### config.mk
export PLATFORM = sky130hd
export DESIGN_NAME = demux_8_stream_flat
export DESIGN_NICKNAME = d
export VERILOG_FILES = /design/src/rtl/demux_8_stream_if.sv /design/src/rtl/demux_8_stream.sv /design/src/flat_wrapper.sv
export SDC_FILE = /design/constraint.sdc
export NUM_CORES = 1
export LEC_CHECK = 0
export BUFFER_PORTS_ARGS = -buffer_cell sky130_fd_sc_hd__buf_4
export CORE_MARGIN = 5
export CORE_UTILIZATION = 35
export DETAILED_ROUTE_END_ITERATION = 16
export PLACE_DENSITY = 0.71
export SETUP_SLACK_MARGIN = 0.1
export SLEW_MARGIN = 20
export SYNTH_ARGS = -nofsm -noshare
export SYNTH_HDL_FRONTEND = slang
export SYNTH_SLANG_ARGS = --single-unit
### constraint.sdc
create_clock -name clk_i -period 4.8 [get_ports clk_i]
set_input_delay 0.24 -clock clk_i [delete_from_list [all_inputs] [get_ports clk_i]]
set_output_delay 0.24 -clock clk_i [all_outputs]
set_load 0.02 [all_outputs]
### src/rtl/demux_8_stream_if.sv
// ============================================================================
//  demux_8_stream_if
//  Bundle of the single input channel and eight output channels for
//  demux_8_stream. Build macro: DEMUX_8_STREAM_PKT_LOCK_EN adds last_i/last_o.
//  Revision: 1.0
// ============================================================================
`default_nettype none

interface demux_8_stream_if #(
    parameter int DATA_WIDTH = 8
);
    logic [DATA_WIDTH-1:0] data_i;
    logic [2:0]            select_i;
    logic                  valid_i;
    logic                  ready_o;
    logic [DATA_WIDTH-1:0] data_0_o;
    logic [DATA_WIDTH-1:0] data_1_o;
    logic [DATA_WIDTH-1:0] data_2_o;
    logic [DATA_WIDTH-1:0] data_3_o;
    logic [DATA_WIDTH-1:0] data_4_o;
    logic [DATA_WIDTH-1:0] data_5_o;
    logic [DATA_WIDTH-1:0] data_6_o;
    logic [DATA_WIDTH-1:0] data_7_o;
    logic [7:0]            valid_o;
    logic [7:0]            ready_i;
`ifdef DEMUX_8_STREAM_PKT_LOCK_EN
    logic                  last_i;
    logic [7:0]            last_o;
`endif

    // Environment side: producer plus the eight consumers.
    modport master (
        output data_i, select_i, valid_i, ready_i,
        input  ready_o, valid_o,
        input  data_0_o, data_1_o, data_2_o, data_3_o,
        input  data_4_o, data_5_o, data_6_o, data_7_o
`ifdef DEMUX_8_STREAM_PKT_LOCK_EN
        , output last_i, input last_o
`endif
    );

    // Demultiplexer side.
    modport slave (
        input  data_i, select_i, valid_i, ready_i,
        output ready_o, valid_o,
        output data_0_o, data_1_o, data_2_o, data_3_o,
        output data_4_o, data_5_o, data_6_o, data_7_o
`ifdef DEMUX_8_STREAM_PKT_LOCK_EN
        , input last_i, output last_o
`endif
    );
endinterface

`default_nettype wire

### src/rtl/demux_8_stream.sv
// ============================================================================
//  demux_8_stream
//  1-to-8 valid/ready stream demux with one registered holding stage.
//  Build macro: DEMUX_8_STREAM_PKT_LOCK_EN enables packet-locked routing.
//  Revision: 1.0
// ============================================================================
`default_nettype none

module demux_8_stream #(
    parameter int DATA_WIDTH = 8
) (
    input  wire logic        clk_i,
    input  wire logic        rst_i,
    demux_8_stream_if.slave  bus
);
    logic [DATA_WIDTH-1:0] data_q, data_d;
    logic [2:0]            sel_q, sel_d;
    logic                  full_q, full_d;

    logic                  w_ready;
    logic                  w_accept;
    logic                  w_pop;
    logic [2:0]            w_route_sel;
    logic [7:0]            w_valid;
    logic [DATA_WIDTH-1:0] w_data_out [8];

`ifdef DEMUX_8_STREAM_PKT_LOCK_EN
    localparam logic [0:0] c_st_idle   = 1'b0;
    localparam logic [0:0] c_st_locked = 1'b1;

    logic [0:0] state_q, state_d;
    logic [2:0] lock_sel_q, lock_sel_d;
    logic       last_q, last_d;

    // Mid-packet beats ignore select_i and follow the first beat's channel.
    assign w_route_sel = (state_q == c_st_locked) ? lock_sel_q : bus.select_i;
`else
    assign w_route_sel = bus.select_i;
`endif

    // ready depends only on held state and the selected consumer, never on valid_i.
    assign w_pop     = full_q & bus.ready_i[sel_q];
    assign w_ready   = ~rst_i & (~full_q | bus.ready_i[sel_q]);
    assign w_accept  = bus.valid_i & w_ready;
    assign bus.ready_o = w_ready;

    always_comb begin
        data_d = data_q;
        sel_d  = sel_q;
        full_d = full_q;
`ifdef DEMUX_8_STREAM_PKT_LOCK_EN
        last_d     = last_q;
        state_d    = state_q;
        lock_sel_d = lock_sel_q;
`endif
        if (w_accept) begin
            data_d = bus.data_i;
            sel_d  = w_route_sel;
            full_d = 1'b1;
`ifdef DEMUX_8_STREAM_PKT_LOCK_EN
            last_d = bus.last_i;
            if (state_q == c_st_idle) begin
                if (!bus.last_i) begin
                    state_d    = c_st_locked;
                    lock_sel_d = bus.select_i;
                end
            end else if (bus.last_i) begin
                state_d = c_st_idle;
            end
`endif
        end else if (w_pop) begin
            full_d = 1'b0;
        end
    end

    always_ff @(posedge clk_i) begin
        if (rst_i) begin
            data_q <= '0;
            sel_q  <= '0;
            full_q <= 1'b0;
`ifdef DEMUX_8_STREAM_PKT_LOCK_EN
            last_q     <= 1'b0;
            state_q    <= c_st_idle;
            lock_sel_q <= '0;
`endif
        end else begin
            data_q <= data_d;
            sel_q  <= sel_d;
            full_q <= full_d;
`ifdef DEMUX_8_STREAM_PKT_LOCK_EN
            last_q     <= last_d;
            state_q    <= state_d;
            lock_sel_q <= lock_sel_d;
`endif
        end
    end

    generate
        for (genvar k = 0; k < 8; k++) begin : g_out
            assign w_valid[k]    = full_q & (sel_q == 3'(k));
            assign w_data_out[k] = w_valid[k] ? data_q : '0;
`ifdef DEMUX_8_STREAM_PKT_LOCK_EN
            assign bus.last_o[k] = w_valid[k] & last_q;
`endif
        end
    endgenerate

    assign bus.valid_o  = w_valid;
    assign bus.data_0_o = w_data_out[0];
    assign bus.data_1_o = w_data_out[1];
    assign bus.data_2_o = w_data_out[2];
    assign bus.data_3_o = w_data_out[3];
    assign bus.data_4_o = w_data_out[4];
    assign bus.data_5_o = w_data_out[5];
    assign bus.data_6_o = w_data_out[6];
    assign bus.data_7_o = w_data_out[7];
endmodule

`default_nettype wire

### src/flat_wrapper.sv
// flat-port wrapper written by rule: the top's interface ports become plain ports
module demux_8_stream_flat 
#(
    parameter int DATA_WIDTH = 8
)
  (clk_i, rst_i, bus_data_i, bus_select_i, bus_valid_i, bus_ready_i, bus_ready_o, bus_valid_o, bus_data_0_o, bus_data_1_o, bus_data_2_o, bus_data_3_o, bus_data_4_o, bus_data_5_o, bus_data_6_o, bus_data_7_o);
  demux_8_stream_if #(.DATA_WIDTH(DATA_WIDTH)) bus_i ();
  input  wire logic clk_i;
  input  wire logic rst_i;
  input wire logic [$bits(bus_i.data_i)-1:0] bus_data_i;
  input wire logic [$bits(bus_i.select_i)-1:0] bus_select_i;
  input wire logic [$bits(bus_i.valid_i)-1:0] bus_valid_i;
  input wire logic [$bits(bus_i.ready_i)-1:0] bus_ready_i;
  output wire logic [$bits(bus_i.ready_o)-1:0] bus_ready_o;
  output wire logic [$bits(bus_i.valid_o)-1:0] bus_valid_o;
  output wire logic [$bits(bus_i.data_0_o)-1:0] bus_data_0_o;
  output wire logic [$bits(bus_i.data_1_o)-1:0] bus_data_1_o;
  output wire logic [$bits(bus_i.data_2_o)-1:0] bus_data_2_o;
  output wire logic [$bits(bus_i.data_3_o)-1:0] bus_data_3_o;
  output wire logic [$bits(bus_i.data_4_o)-1:0] bus_data_4_o;
  output wire logic [$bits(bus_i.data_5_o)-1:0] bus_data_5_o;
  output wire logic [$bits(bus_i.data_6_o)-1:0] bus_data_6_o;
  output wire logic [$bits(bus_i.data_7_o)-1:0] bus_data_7_o;
  assign bus_i.data_i = bus_data_i;
  assign bus_i.select_i = bus_select_i;
  assign bus_i.valid_i = bus_valid_i;
  assign bus_i.ready_i = bus_ready_i;
  assign bus_ready_o = bus_i.ready_o;
  assign bus_valid_o = bus_i.valid_o;
  assign bus_data_0_o = bus_i.data_0_o;
  assign bus_data_1_o = bus_i.data_1_o;
  assign bus_data_2_o = bus_i.data_2_o;
  assign bus_data_3_o = bus_i.data_3_o;
  assign bus_data_4_o = bus_i.data_4_o;
  assign bus_data_5_o = bus_i.data_5_o;
  assign bus_data_6_o = bus_i.data_6_o;
  assign bus_data_7_o = bus_i.data_7_o;
  demux_8_stream #(.DATA_WIDTH(DATA_WIDTH)) u_core (.clk_i(clk_i), .rst_i(rst_i), .bus(bus_i));
endmodule
==> flow_metrics.env, run 1 <==
export IMPL_outcome="finished clean"
export IMPL_path_clk_slew_ns=0.05
export IMPL_rsz0062_at_grt="false"
export IMPL_ant_nets=0
export IMPL_die_y_um=71.3
export IMPL_cp_data_arrival_time_ns=2.27
export IMPL_grt_pass1_wl_um=6980
export IMPL_dieWidth_um=71.3
export IMPL_finalSetupViolations=0
export IMPL_synth_area_leader_cell="and2_1"
export IMPL_maxCapViolCount=0
export IMPL_synth_warnings=0
export IMPL_fin_util=0.559
export IMPL_die_area_um2=5080
export IMPL_leakage_nw=0.966
export IMPL_antenna_found_initial=0
export IMPL_avgRoutedWirePerCell_um=14.8
export IMPL_synthDominantCellAreaShare=0.304
export IMPL_finalClockSkew_ns=0.00525
export IMPL_slew_limit_headroom=0.454
export IMPL_fp_coreArea_um2=3660
export IMPL_max_clock_freq_ghz=0.398
export IMPL_post_cts_buffers=0
export IMPL_dpl_cell_count=294
export IMPL_worstPathRequired_ns=4.56
export IMPL_crit_path_max_fanout=23
export IMPL_met1_length_um=1870
export IMPL_gp_congestion=0.761
export IMPL_yosys_top_cells_area="and2_1 30%, dfxtp_1 18%, o211ai_2 8.6%"
export IMPL_final_common_cell="buf_4"
export IMPL_setup_tns_final_ns=0
export IMPL_drtIter0Drc=65
export IMPL_worstMarginPinSlew_ns=0.812
export IMPL_holdCritStartpoint="bus_data_i[7]"
export IMPL_fin_ws_ns=2.29
export IMPL_clockBufferDepth=2
export IMPL_drc=0
export IMPL_clock_sinks=12
export IMPL_ctsHoldBuffers=0
export IMPL_netlist_cell_type_count=24
export IMPL_end_kind="output port"
export IMPL_synth_area_um2=1320
export IMPL_whs_ns=0.260
export IMPL_crit_start="u_core.sel_q[0]"
export IMPL_synthToLayoutAreaGrowth_pct=55.8
export IMPL_final_hold_viol_count=0
export IMPL_grt_total_usage=0.164
export IMPL_place_hpwl_um=3420
export IMPL_io_pins=95
export IMPL_power_density_nw_per_um2=167
export IMPL_vias=1493
export IMPL_syn_inst=165
export IMPL_globalRouteOverflowTotal=0
export IMPL_synth_fp_nets=187
export IMPL_dr_wl_met3_um=450
export IMPL_fin_crit_sh=0.523
export IMPL_drive_gt1_frac=0.438
export IMPL_wl_met2_um=2030
export IMPL_fin_nets=273
export IMPL_startpoint_type="flop"
export IMPL_num_rows=22
export IMPL_final_cell_mix="94 x buf_4, 64 x and2_1, 12 x dfxtp_1, 11 x nand3b_1"
export IMPL_firstDrtPassIters=4
export IMPL_reg2reg_from="u_core.sel_q[0]"
export IMPL_period_minus_slack_ns=2.51
export IMPL_cts_root_buf="clkbuf_8"
export IMPL_htreeDepth=1
export IMPL_diodes=0
export IMPL_start_util=0.359
export IMPL_syn_avg_cell_area_um2=7.97
export IMPL_io_buffer_count=94
export IMPL_via_per_inst=5.03
export IMPL_dp_slack_ns=2.55
export IMPL_routed_wirelength_um=4390
export IMPL_cts_buffers=3
export IMPL_clk_insertion_delay_late_ns=0.24
export IMPL_dr_max_layer_used="met4"
export IMPL_yosysSeqAreaShare=0.183
export IMPL_finalMaxSlewViolations=0
export IMPL_fin_cells=297
export IMPL_tritoncts="done"
export IMPL_criticalPathCategory="reg -> out"
export IMPL_grt_max_degree=36
export IMPL_grt_pass1_vias=1344
export IMPL_min_path_type="in -> reg"
export IMPL_cts_resized_gates=0
export IMPL_peakVddDrop_v=0.000136
export IMPL_synth_seq_cells=12
## per-stage QoR
stage | power [mW] | cell area, um^2
after floorplan | 0.216 | 1320
after global placement | 0.252 | 2010
after detailed placement | 0.253 | 2010
after CTS | 0.346 | 2050
after global routing | 0.364 | 2050
final | 0.342 | 2050
## cells by family (layout without fill, tap and decap cells)
kind of cell           Yosys count  in the layout  synth area share
buffers and inverters           14             98            0.0590
AO/OA/AOI/OAI                   25             25             0.160
AND/OR/NAND/NOR                111            111             0.547
multiplexers                     3              3            0.0514
flip-flops                      12             12             0.183
## routing by layer
metal	GRT usage	up-vias
met5	0	-
met1	0.222	669
met3	0.0323	4
met2	0.267	68
li1	-	752
met4	0.0438	0
## Yosys cell counts, drive strengths merged
cell / count
nor2b: 1
nand4b: 10
mux4: 2
mux2i: 1
nand2: 3
and2: 64
nor3b: 10
a31oi: 10
nor3: 2
o21ai: 1
o211ai: 10
dfxtp: 12
a21oi: 3
nor2: 7
o21bai: 1
nand2b: 2
buf: 6
nand3b: 11
or2b: 1
inv: 1
clkbuf: 7
## state kept, by name, summed over array words and instances, names as in the netlist
| register | count |
|---|---|
| u_core.data_q | 8 |
| u_core.full_q | 1 |
| u_core.sel_q | 3 |
## layout make-up
class,instances,area [um^2]
fillers,383,1610
multi-input cells,139,997
repair buffers,94,706
flip-flops and latches,12,240
well taps,48,60.1
clock buffers,3,41.3
inverters,1,3.75
## worst max-delay path, stage by stage (launching register included)
cell     delay, ns
dfxtp_1       0.49
mux4_2        0.57
mux2i_4       0.63
a21oi_1       0.15
buf_4         0.19
## path summary, 6_finish.rpt
path              depth (start not counted)          endpoint  slack [ns]
setup / recovery                          4       bus_ready_o        2.29
hold / removal                            3  u_core.data_q[7]        0.26
setup reg to reg                          4   u_core.sel_q[2]        2.68
hold reg to reg                           2   u_core.sel_q[2]        0.53
## report_power, final
part           switching, mW  leakage, nW  internal (mW)  total [mW]
sequential            0.0273       0.0995          0.112       0.139
clock                 0.0371       0.0216         0.0553      0.0924
combinational         0.0584        0.845         0.0528       0.111
total                  0.123        0.966          0.220       0.342
(Power assumes the default switching activity.)
==> run 2: changes to the inputs <==
--- a/config.mk
+++ b/config.mk
@@ -5,11 +5,12 @@
 export SDC_FILE = /design/constraint.sdc
 export NUM_CORES = 1
 export LEC_CHECK = 0
+export ABC_AREA = 1
 export BUFFER_PORTS_ARGS = -buffer_cell sky130_fd_sc_hd__buf_4
 export CORE_MARGIN = 5
 export CORE_UTILIZATION = 35
 export DETAILED_ROUTE_END_ITERATION = 16
-export PLACE_DENSITY = 0.71
+export PLACE_DENSITY = 0.75
 export SETUP_SLACK_MARGIN = 0.1
 export SLEW_MARGIN = 20
 export SYNTH_ARGS = -nofsm -noshare
==> constraint.sdc (replaced) <==
create_clock -name clk_i -period 2.5 [get_ports clk_i]
set_input_delay 0.125 -clock clk_i [delete_from_list [all_inputs] [get_ports clk_i]]
set_output_delay 0.125 -clock clk_i [all_outputs]
set_load 0.02 [all_outputs]
==> flow_metrics.env, run 2 <==
export IMPL_outcome="finished clean"
export IMPL_die_area_um2=4310
export IMPL_max_clock_freq_ghz=0.575
export IMPL_synth_area_leader_cell="nor2_1"
export IMPL_path_buf_inv=4
export IMPL_p_int_uw=368
export IMPL_period_minus_slack_ns=1.74
export IMPL_fin_area_um2=1820
export IMPL_finalClockSkew_ns=0.00162
export IMPL_dr_wl_met3_um=480
export IMPL_synth_seq_cells=12
export IMPL_largest_register_ffs=8
export IMPL_grt_pass1_vias=1349
export IMPL_netSwitchingFraction=0.357
export IMPL_grt_pass1_wl_um=6200
export IMPL_via_per_inst=4.55
export IMPL_synth_edff_count=0
export IMPL_slew_limit_headroom=0.707
export IMPL_met1_length_um=1600
export IMPL_synth_area_um2=1080
export IMPL_reg2reg_from="u_core.sel_q[0]"
export IMPL_finalSetupViolations=0
export IMPL_synthFlopType="dfxtp_1"
export IMPL_post_cts_buffers=0
export IMPL_tritoncts="done"
export IMPL_cts_resized_gates=0
export IMPL_slowest_stage="dfxtp_1"
export IMPL_crit_top_cell="nor2_1"
export IMPL_fin_nets=309
export IMPL_fp_coreArea_um2=3000
export IMPL_async_flop_share=0
export IMPL_antenna_found_initial=0
export IMPL_leakage_nw=0.969
export IMPL_largestRegisters="u_core.data_q: 8 flops, u_core.sel_q: 3 flops, u_core.full_q: 1 flops"
export IMPL_gp_congestion=0.816
export IMPL_drtIter0Drc=68
export IMPL_startpoint_type="flop"
export IMPL_dpl_cell_count=315
export IMPL_cp_cell_sequence="inv_2 > nor2_1 > inv_1 > nor2_1 > inv_1 > nor2_1 > buf_4"
export IMPL_synth_common_cells="88 x nor2_1, 23 x nand2_2, 19 x inv_1, 12 x dfxtp_1, 11 x nand4_1"
export IMPL_ctsHoldBuffers=0
export IMPL_crit_path_max_fanout=8
export IMPL_whs_ns=0.116
export IMPL_clockPowerShare=0.265
export IMPL_cts_root_buf="clkbuf_4"
export IMPL_wl_met2_um=1960
export IMPL_fin_crit_sh=0.696
export IMPL_syn_avg_cell_area_um2=5.59
export IMPL_criticalPathCategory="reg -> out"
export IMPL_clk_insertion_delay_late_ns=0.27
export IMPL_dr_max_layer_used="met3"
export IMPL_yosysSeqAreaShare=0.221
export IMPL_fin_util=0.607
export IMPL_synth_fp_nets=216
export IMPL_syn_inst=194
export IMPL_grt_max_degree=14
export IMPL_start_util=0.361
export IMPL_cp_data_arrival_time_ns=1.61
export IMPL_worstPathRequired_ns=2.38
export IMPL_num_rows=20
export IMPL_io_pins=95
export IMPL_drive_gt1_frac=0.465
export IMPL_io_buffer_count=94
export IMPL_final_cell_mix="94 x buf_4, 88 x nor2_1, 23 x nand2_2, 19 x inv_1, 12 x dfxtp_1"
export IMPL_regMostFlops="u_core.data_q"
export IMPL_final_common_cell="buf_4"
export IMPL_ant_nets=0
export IMPL_die_y_um=65.7
export IMPL_place_hpwl_um=3280
export IMPL_end_kind="output port"
export IMPL_clock_sinks=12
export IMPL_crit_start="u_core.sel_q[1]"
export IMPL_drc=0
export IMPL_worstMarginPinSlew_ns=0.439
export IMPL_maxCapViolCount=0
export IMPL_firstDrtPassIters=4
export IMPL_holdCritStartpoint="bus_data_i[4]"
export IMPL_synth_most_common_cell="nor2_1"
export IMPL_min_path_type="in -> reg"
export IMPL_globalRouteOverflowTotal=0
export IMPL_synthToLayoutAreaGrowth_pct=67.9
export IMPL_fin_cells=319
export IMPL_avgRoutedWirePerCell_um=12.7
export IMPL_synth_warnings=0
export IMPL_cts_buffers=3
export IMPL_power_density_nw_per_um2=314
export IMPL_htreeDepth=1
export IMPL_yosys_top_cells_area="nor2_1 30%, dfxtp_1 22%, nand2_2 13%"
export IMPL_power_switching_uw=205
export IMPL_peakVddDrop_v=0.000265
export IMPL_final_hold_viol_count=0
export IMPL_slowest_delay_ns=0.48
export IMPL_power_frac_comb=0.350
export IMPL_finalMaxSlewViolations=0
export IMPL_clockBufferDepth=2
export IMPL_synthDominantCellAreaShare=0.304
export IMPL_setup_tns_final_ns=0
export IMPL_rsz0062_at_grt="false"
export IMPL_path_clk_slew_ns=0.07
export IMPL_netlist_cell_type_count=18
export IMPL_post_dp_cell_area_um2=1790
export IMPL_diodes=0
export IMPL_grt_total_usage=0.182
export IMPL_routed_wirelength_um=4040
export IMPL_dieWidth_um=65.7
export IMPL_seqPwrFrac=0.385
export IMPL_vias=1453
export IMPL_critical_path_top_delay_family="buffers and inverters"
==> run 2: path summary, 6_finish.rpt <==
| kind | end | slack [ns] | cells past startpoint |
|---|---|---|---|
| worst max-delay path | bus_data_6_o[6] | 0.76 | 7 |
| worst min-delay path | u_core.data_q[4] | 0.12 | 3 |
| worst max register to register | u_core.sel_q[2] | 0.89 | 7 |
| worst min register to register | u_core.sel_q[2] | 0.56 | 4 |
==> run 2: layout make-up <==
type / instances / area [um^2]
fill: 313 / 1180
timing repair buffer: 94 / 706
multi-input combinational: 145 / 682
sequential: 12 / 240
inverter: 31 / 116
tap: 33 / 41.3
clock buffer: 4 / 36.3
==> run 2: power by group through the flow <==
stage	Combinational (mW)	Sequential, mW	Clock, mW
6_report	0.201	0.220	0.152
2_1_floorplan	0.141	0.220	0
3_3_place_gp	0.200	0.224	0
5_1_grt	0.224	0.222	0.167
3_5_place_dp	0.202	0.225	0
4_1_cts	0.202	0.220	0.155
==> run 2: stage by stage <==
stage	power [mW]	setup slack, ns
floorplan	0.361	0.909
global placement	0.424	0.950
detailed placement	0.427	0.904
CTS	0.578	0.788
global route	0.614	0.602
finish	0.573	0.761
==> run 2: layer usage <==
layer | track usage | vias up
li1 | - | 766
met1 | 0.218 | 616
met2 | 0.318 | 71
met3 | 0.0513 | 0
met4 | 0.0389 | 0
met5 | 0 | -
==> run 2: cells by family (layout without fill, tap and decap cells) <==
kind of cell    after synthesis  after routing  synth area share
compound gates                2              2            0.0127
flops                        12             12             0.221
simple gates                143            143             0.616
buf+inv                      37            129             0.150
==> run 2: worst reg2reg max path, stage by stage (launching register included) <==
cell and delay (ns):
dfxtp_1 0.53, nand3_1 0.15, nand2_1 0.14, nor2_4 0.04, nand2_2 0.06, nand4_2 0.36, nand2_1 0.18, nand2_1 0.06
==> run 3: changes to the inputs <==
==> constraint.sdc (replaced) <==
create_clock -name clk_i -period 1.7 [get_ports clk_i]
set_input_delay 0.085 -clock clk_i [delete_from_list [all_inputs] [get_ports clk_i]]
set_output_delay 0.085 -clock clk_i [all_outputs]
set_load 0.02 [all_outputs]
==> flow_metrics.env, run 3 (synthesis gave the netlist of run 2 again) <==
export IMPL_largestRegisters="u_core.data_q: 8 flops, u_core.sel_q: 3 flops, u_core.full_q: 1 flops"
export IMPL_crit_path_max_fanout=8
export IMPL_leakage_nw=0.976
export IMPL_fin_ws_ns=0.206
export IMPL_grt_pass1_wl_um=6230
export IMPL_synthToLayoutAreaGrowth_pct=70.7
export IMPL_peakVddDrop_v=0.000337
export IMPL_die_area_um2=4310
export IMPL_criticalPathCategory="reg -> out"
export IMPL_cp_cell_sequence="inv_2 > nor2_1 > inv_1 > nor2_1 > inv_2 > nor2_1 > buf_4"
export IMPL_min_path_type="in -> reg"
export IMPL_diodes=0
export IMPL_slew_limit_headroom=0.725
export IMPL_via_per_inst=4.54
export IMPL_globalRouteOverflowTotal=0
export IMPL_largest_register_ffs=8
export IMPL_num_rows=20
export IMPL_routed_wirelength_um=4020
export IMPL_regArea_um2=248
export IMPL_clockPowerShare=0.265
export IMPL_netSwitchingFraction=0.363
export IMPL_clock_sinks=12
export IMPL_antenna_found_initial=0
export IMPL_io_buffer_count=94
export IMPL_setup_tns_final_ns=0
export IMPL_clockBufferDepth=2
export IMPL_grt_max_degree=14
export IMPL_fp_coreArea_um2=3000
export IMPL_place_hpwl_um=3280
export IMPL_seqPwrFrac=0.379
export IMPL_dp_slack_ns=0.203
export IMPL_p_int_uw=546
export IMPL_drc=0
export IMPL_path_buf_inv=4
export IMPL_startpoint_type="flop"
export IMPL_cp_data_arrival_time_ns=1.41
export IMPL_htreeDepth=1
export IMPL_rsz0062_at_grt="true"
export IMPL_vias=1452
export IMPL_grt_total_usage=0.180
export IMPL_filler_cell_count=314
export IMPL_finalClockSkew_ns=0.00445
export IMPL_period_minus_slack_ns=1.49
export IMPL_finalMaxSlewViolations=0
export IMPL_slowest_stage="dfxtp_4"
export IMPL_power_switching_uw=311
export IMPL_reg2reg_slack_ns=0.26
export IMPL_power_uw=857
export IMPL_max_clock_freq_ghz=0.669
export IMPL_path_clk_slew_ns=0.08
export IMPL_die_y_um=65.7
export IMPL_fin_nets=310
export IMPL_worstPathRequired_ns=1.62
export IMPL_crit_top_cell="nor2_1"
export IMPL_start_util=0.361
export IMPL_worstMarginPinSlew_ns=0.412
export IMPL_gp_congestion=0.841
export IMPL_cts_root_buf="clkbuf_4"
export IMPL_dieWidth_um=65.7
export IMPL_grt_pass1_vias=1347
export IMPL_maxCapViolCount=0
export IMPL_firstDrtPassIters=4
export IMPL_multi_input_area_um2=697
export IMPL_finalSetupViolations=0
export IMPL_clk_insertion_delay_late_ns=0.28
export IMPL_ant_nets=0
export IMPL_final_common_cell="buf_4"
export IMPL_io_pins=95
export IMPL_drtIter0Drc=60
export IMPL_fin_crit_sh=0.879
export IMPL_outcome="finished clean"
export IMPL_slowest_delay_ns=0.39
export IMPL_regMostFlops="u_core.data_q"
export IMPL_tritoncts="done"
export IMPL_critical_path_top_delay_family="buffers and inverters"
export IMPL_cts_buffers=3
export IMPL_post_cts_buffers=0
export IMPL_fin_util=0.617
export IMPL_final_cell_mix="95 x buf_4, 82 x nor2_1, 23 x nand2_2, 13 x inv_2, 11 x nand4_1"
export IMPL_power_density_nw_per_um2=463
export IMPL_drive_gt1_frac=0.526
export IMPL_avgRoutedWirePerCell_um=12.6
export IMPL_final_hold_viol_count=0
export IMPL_end_kind="output port"
export IMPL_power_frac_comb=0.356
==> run 3: cell types whose count changed in the layout (fill, tap and decap cells not counted), sizes merged <==
cell,change
buf,+1
==> run 3: final cells by class <==
type                       count  share of cell area
timing repair buffer          95               0.385
multi-input combinational    145               0.376
sequential                    12               0.134
inverter                      31              0.0628
tap                           33              0.0223
clock buffer                   4              0.0196
==> run 3: metal layers <==
metal | wire length [um] | up-vias | track usage
met4 | 39 | 0 | 0.0518
li1 | - | 767 | -
met1 | 1610 | 620 | 0.221
met5 | 0 | - | 0
met3 | 439 | 5 | 0.0496
met2 | 1930 | 60 | 0.304
==> run 3: what timing repair did <==
item / 4_1_cts / 5_1_grt
setup endpoints to repair: 48 / 60
gates resized for setup: 4 / 15
hold buffers: 0 / 0
==> run 3: power by group through the flow <==
stage | Combinational (mW) | Sequential, mW | Clock, mW
2_1_floorplan | 0.207 | 0.323 | 0
3_3_place_gp | 0.298 | 0.330 | 0
3_5_place_dp | 0.298 | 0.331 | 0
4_1_cts | 0.300 | 0.325 | 0.235
5_1_grt | 0.340 | 0.328 | 0.251
6_report | 0.305 | 0.325 | 0.227
==> run 3: stage by stage <==
stage / cell area, um^2 / instances / hold slack (ns)
2_1_floorplan: 1080 / 194 / 0.215
4_1_cts: 1830 / 320 / 0.0584
5_1_grt: 1850 / 320 / 0.0503
3_3_place_gp: 1790 / 316 / 0.342
6_report: 1850 / 320 / 0.0635
3_5_place_dp: 1790 / 316 / 0.352
==> run 3: final timing paths <==
path	from	end	cells after the start
max reg2reg	u_core.sel_q[0]	u_core.data_q[7]	7
min reg2reg	u_core.sel_q[2]	u_core.sel_q[2]	4
max	u_core.sel_q[1]	bus_data_6_o[0]	7
min	bus_data_i[0]	u_core.data_q[0]	3
==> run 3: worst min-delay path: cells and delay by family <==
kind                   cells  cell delay, ns
and+or+nand+nor            2            0.16
buffers and inverters      1            0.07
